==> config.mk <==
export PLATFORM = sky130hd
export DESIGN_NAME = fifo_reader
export DESIGN_NICKNAME = d
export VERILOG_FILES = /design/src/rtl/fifo_reader.sv
export SDC_FILE = /design/constraint.sdc
export NUM_CORES = 1
export LEC_CHECK = 0
export CORE_ASPECT_RATIO = 1.25
export CORE_MARGIN = 2
export CORE_UTILIZATION = 35
export DETAILED_ROUTE_END_ITERATION = 7
export GPL_TIMING_DRIVEN = 0
export PLACE_DENSITY = 0.64
export SLEW_MARGIN = 20
export SYNTH_ARGS = -nofsm -noshare
export SYNTH_HDL_FRONTEND = slang
export SYNTH_SLANG_ARGS = --single-unit
export TNS_END_PERCENT = 100
==> constraint.sdc <==
create_clock -name clk -period 22 [get_ports clk]
set_input_delay 4.4 -clock clk [delete_from_list [all_inputs] [get_ports clk]]
set_output_delay 4.4 -clock clk [all_outputs]
set_load 0.1 [all_outputs]
==> src/rtl/fifo_reader.sv <==
// -----------------------------------------------------------------------------
// fifo_reader
// Read-side consumer for the multi-port shifting FIFO. When the local staging
// buffer is empty, or will be empty after the current edge, it pops the valid
// head-lane prefix of the FIFO in a single cycle. The staged entries are then
// serialised onto a one-lane valid/ready stream. The refill overlaps the last
// drain, so a continuously non-empty FIFO streams at one entry per cycle.
//
// Ports
//   clk        clock, all state on rising edge
//   reset      asynchronous, active-high reset
//   flush      synchronous clear of the staging buffer
//   fifo_rd    FIFO head entries, lane 0 = oldest
//   fifo_v     FIFO lane valid, contiguous from lane 0
//   fifo_re    FIFO read enable per lane, polarity ACT (combinational)
//   out_valid  a staged entry is available
//   out_data   current staged entry (0 when nothing is staged)
//   out_ready  downstream accepts out_data this cycle
//   stg_cnt    number of entries currently staged (0..READ)
// -----------------------------------------------------------------------------
module fifo_reader #(
    parameter int   DATA = 64,
    parameter int   READ = 4,
    // Active level of fifo_re; 1'b0 means active-low, matching the FIFO default.
    parameter logic ACT  = 1'b0,
    localparam int  CNTW = $clog2(READ) + 1,
    localparam int  HW   = (READ > 1) ? $clog2(READ) : 1
) (
    input  logic                       clk,
    input  logic                       reset,
    input  logic                       flush,
    input  logic [READ-1:0][DATA-1:0]  fifo_rd,
    input  logic [READ-1:0]            fifo_v,
    output logic [READ-1:0]            fifo_re,
    output logic                       out_valid,
    output logic [DATA-1:0]            out_data,
    input  logic                       out_ready,
    output logic [CNTW-1:0]            stg_cnt
);

    logic [READ-1:0][DATA-1:0] stg_r;
    logic [CNTW-1:0]           cnt_r;
    logic [HW-1:0]             head_r;

    logic [CNTW-1:0]           fetch_n_s;
    logic                      refill_s;
    logic                      xfer_s;

    // Length of the run of 1s starting at lane 0; lanes past the first 0 are
    // ignored even if set, so a malformed valid vector never over-reads.
    function automatic logic [CNTW-1:0] lead_ones(input logic [READ-1:0] v);
        logic [CNTW-1:0] n;
        logic            run;
        n   = {CNTW{1'b0}};
        run = 1'b1;
        for (int i = 0; i < READ; i++) begin
            if (run && v[i]) begin
                n = n + CNTW'(1);
            end else begin
                run = 1'b0;
            end
        end
        return n;
    endfunction

    // Output view of the staging registers.
    always_comb begin
        out_valid = (cnt_r != {CNTW{1'b0}});
        stg_cnt   = cnt_r;
        if (out_valid) begin
            out_data = stg_r[head_r];
        end else begin
            out_data = {DATA{1'b0}};
        end
    end

    // Refill decision and FIFO pop vector; the FIFO pops in the same cycle.
    always_comb begin
        fetch_n_s = lead_ones(fifo_v);
        xfer_s    = out_valid && out_ready;
        // Staging is empty now, or its last entry leaves at this edge.
        refill_s  = !flush && ((cnt_r == {CNTW{1'b0}}) ||
                               ((cnt_r == CNTW'(1)) && out_ready));
        for (int i = 0; i < READ; i++) begin
            if (refill_s && !reset && (CNTW'(i) < fetch_n_s)) begin
                fifo_re[i] = ACT;
            end else begin
                fifo_re[i] = ~ACT;
            end
        end
    end

    // Staging state: flush beats refill, refill beats a plain drain.
    always_ff @(posedge clk or posedge reset) begin
        if (reset) begin
            cnt_r  <= {CNTW{1'b0}};
            head_r <= {HW{1'b0}};
            stg_r  <= {(READ*DATA){1'b0}};
        end else if (flush) begin
            // Stale stg contents stay but are masked by out_data gating.
            cnt_r  <= {CNTW{1'b0}};
            head_r <= {HW{1'b0}};
        end else if (refill_s) begin
            // Covers fetch_n_s == 0 too: staging simply ends up empty.
            cnt_r  <= fetch_n_s;
            head_r <= {HW{1'b0}};
            for (int i = 0; i < READ; i++) begin
                if (CNTW'(i) < fetch_n_s) begin
                    stg_r[i] <= fifo_rd[i];
                end
            end
        end else if (xfer_s) begin
            cnt_r  <= cnt_r - CNTW'(1);
            head_r <= head_r + HW'(1);
        end else begin
            cnt_r  <= cnt_r;
            head_r <= head_r;
        end
    end

endmodule

==> impl_metrics.json <==
{
  "synth.distinct_cells": 38,
  "ant_nets": 0,
  "cp_max_fo": 6,
  "muxShareOfSynthArea": 0.373,
  "die_y_um": 213,
  "cp-end-kind": "output pin",
  "final_cells": 1612,
  "drt-initial-drc-count": 245,
  "place_congestion": 0.782,
  "synth_area_um2": 12200,
  "ys_ff_latch": 261,
  "viasPerCell": 4.82,
  "cts_tree": "yes",
  "synth_area_leaders": "dfrtp_1, mux2_2, mux4_2",
  "synth_top_flop_cell": "dfrtp_1",
  "synthToLayoutAreaGrowth_pct": 41.5,
  "dp_slack_ns": 10.36,
  "drive_gt1_frac": 0.357,
  "synth_compound_area_frac": 0.00625,
  "setup_viol": 0,
  "fp.coreArea_um2": 34400,
  "worst_pin_slew_ns": 1.07,
  "drt-total-wl_um": 35100,
  "cp.required_ns": 17.60,
  "max_freq_mhz": 85.8,
  "die_area_um2": 36400,
  "clock-sinks": 261,
  "post_cts_buffers": 0,
  "setup_tns_ns": 0,
  "setup_slack_ns": 10.34,
  "clock_path_buffers": 3,
  "critPathLaunchType": "primary input",
  "ios": 336,
  "dp_hpwl_um": 25200,
  "grt_util_all_layers": 0.194,
  "worstPathArrival_ns": 7.26,
  "slew_violations": 0,
  "final_min_period_over_clock_period": 0.530,
  "grt_max_degree": 101,
  "relSlewSlack": 0.286,
  "yosysMostFrequentCell": "dfrtp_1",
  "rsz0062_at_grt": "no",
  "cp_common_cell": "clkdlybuf4s50_1",
  "first_global_vias": 8772,
  "synthTopCellsByCount": "dfrtp_1, mux2_2, and2_1",
  "synth_edf_count": 0,
  "clkTransAtPathRegs_ns": 0.06,
  "cts_resized": 0,
  "syn-num-nets": 1014,
  "yosys_warnings": 0,
  "netlist_instances": 746,
  "synth_top_family_by_area": "multiplexers",
  "placed_area_um2": 16200,
  "cpMaxStageDelayCell": "clkdlybuf4s50_1",
  "synth_top_cell_area_share": 0.535,
  "syn_area_per_cell_um2": 16.4,
  "io_buffers": 334,
  "drc": 0,
  "die_w_um": 171,
  "antenna_found_initial": 5,
  "numCtsBuffers": 30,
  "grt_overflow": 0,
  "max_stage_delay_ns": 1.15,
  "nets": 1382,
  "skew_ns": 0.0113,
  "drtPass1Iterations": 4,
  "timing.critical_path.cells": "clkdlybuf4s50_1 -> and2_1 -> clkbuf_1 -> ha_1 -> and4bb_2 -> nand2_1 -> nand3_1 -> clkdlybuf4s50_1",
  "p_leak_nw": 7.25,
  "yosys.area.top_type": "dfrtp_1",
  "ir_drop_v": 0.000102,
  "wl_per_cell_um": 21.8,
  "vias": 7767,
  "cts_hold_buf": 0,
  "async_reset_ff_frac": 1.00,
  "synth_xor_area_frac": 0.000717,
  "finalInstanceArea_um2": 17300,
  "cts_max_level": 1,
  "row_count": 76,
  "placed_cells": 1550,
  "outcome": "complete, no violations",
  "critPathKind": "primary input to output pin",
  "maxCapViolations": 0,
  "powerDensity_nw_per_um2": 153,
  "hold_path_class": "flip-flop to flip-flop",
  "yosys.area_share.adder": 0.00410,
  "initial_utilization": 0.355,
  "synth-simple-area-share": 0.0479,
  "grt_pass1_wl_um": 52500,
  "cts_root_buffer": "clkbuf_16",
  "synth-seq-area-share": 0.535,
  "hold_viol_final": 0,
  "period_minus_slack_ns": 11.66,
  "clkLatencyLatePin_ns": 0.56
}
[cell usage in the layout (no fill, tap or decap), drive strengths merged, types with 4 or more instances in the layout]
master and instances:
buf 39, bufinv 5, nand2 4, and2 65, a21oi 4, nor2 5
mux2 256, inv 5, dfrtp 261, clkbuf 52, ha 4, clkdlybuf4s50 334
mux4 64, clkinv 10, diode 6
[cell type report]
class	instances	area, um^2
Timing Repair Buffer	336	3400
Sequential cell	261	6530
Clock inverter	18	223
Buffer	51	392
Multi-Input combinational cell	429	5270
Antenna cell	6	15.0
Tap cell	468	586
Clock buffer	38	842
Fill cell	3022	17100
Inverter	5	26.3
[per-stage QoR]
stage	util	power (W)	hold slack [ns]
2_1_floorplan	-	0.00178	0.452
3_3_place_gp	0.469	0.00211	0.464
3_5_place_dp	0.471	0.00212	0.472
4_1_cts	0.502	0.00267	0.487
5_1_grt	0.502	0.00276	0.494
6_report	0.502	0.00264	0.485
[cells by family (layout without fill, tap and decap cells)]
group	after synthesis	in the layout
adder cells (fa/ha/maj)	4	4
AO/OA/AOI/OAI	11	11
other	0	6
multiplexers	320	320
flip-flops	261	261
buffers and inverters	56	448
AND/OR/NAND/NOR	93	93
XOR/XNOR	1	1
[critical path: cells and delay by family]
kind          cells  cell delay [ns]
fa+ha+maj         1             0.29
buf+inv           3             1.90
simple gates      4             0.65
[metal layers]
layer  share of wire  GRT usage
met3           0.073     0.0513
met2            0.51      0.345
met5         0.00031          0
met1            0.39      0.227
met4           0.024     0.0602
[worst paths after layout]
check | to | slack [ns] | start | cells past startpoint
max | fifo_re[0] | 10.34 | fifo_v[0] | 8
min | stg_r[178]$_DFFE_PP0P_ | 0.49 | stg_r[178]$_DFFE_PP0P_ | 1
max reg2reg | stg_r[4]$_DFFE_PP0P_ | 19.34 | stg_cnt[1]$_DFFE_PP0P_ | 8
min reg2reg | stg_r[178]$_DFFE_PP0P_ | 0.49 | stg_r[178]$_DFFE_PP0P_ | 1
max in group asynchronous | stg_r[62]$_DFFE_PP0P_ | 16.63 | reset | 3
min in group asynchronous | stg_r[18]$_DFFE_PP0P_ | 4.40 | reset | 2
[registers in the layout (all words and copies together) (netlist names)]
| register | cells |
|---|---|
| stg_r | 256 |
| head_r | 2 |
| stg_cnt | 3 |
[power by group]
group / total [W] / internal (W) / switching, W
registers: 0.000769 / 0.000671 / 0.0000976
clock network: 0.000535 / 0.000328 / 0.000207
logic: 0.00134 / 0.000516 / 0.000820
No activity file was read; power rests on OpenSTA's default activity.
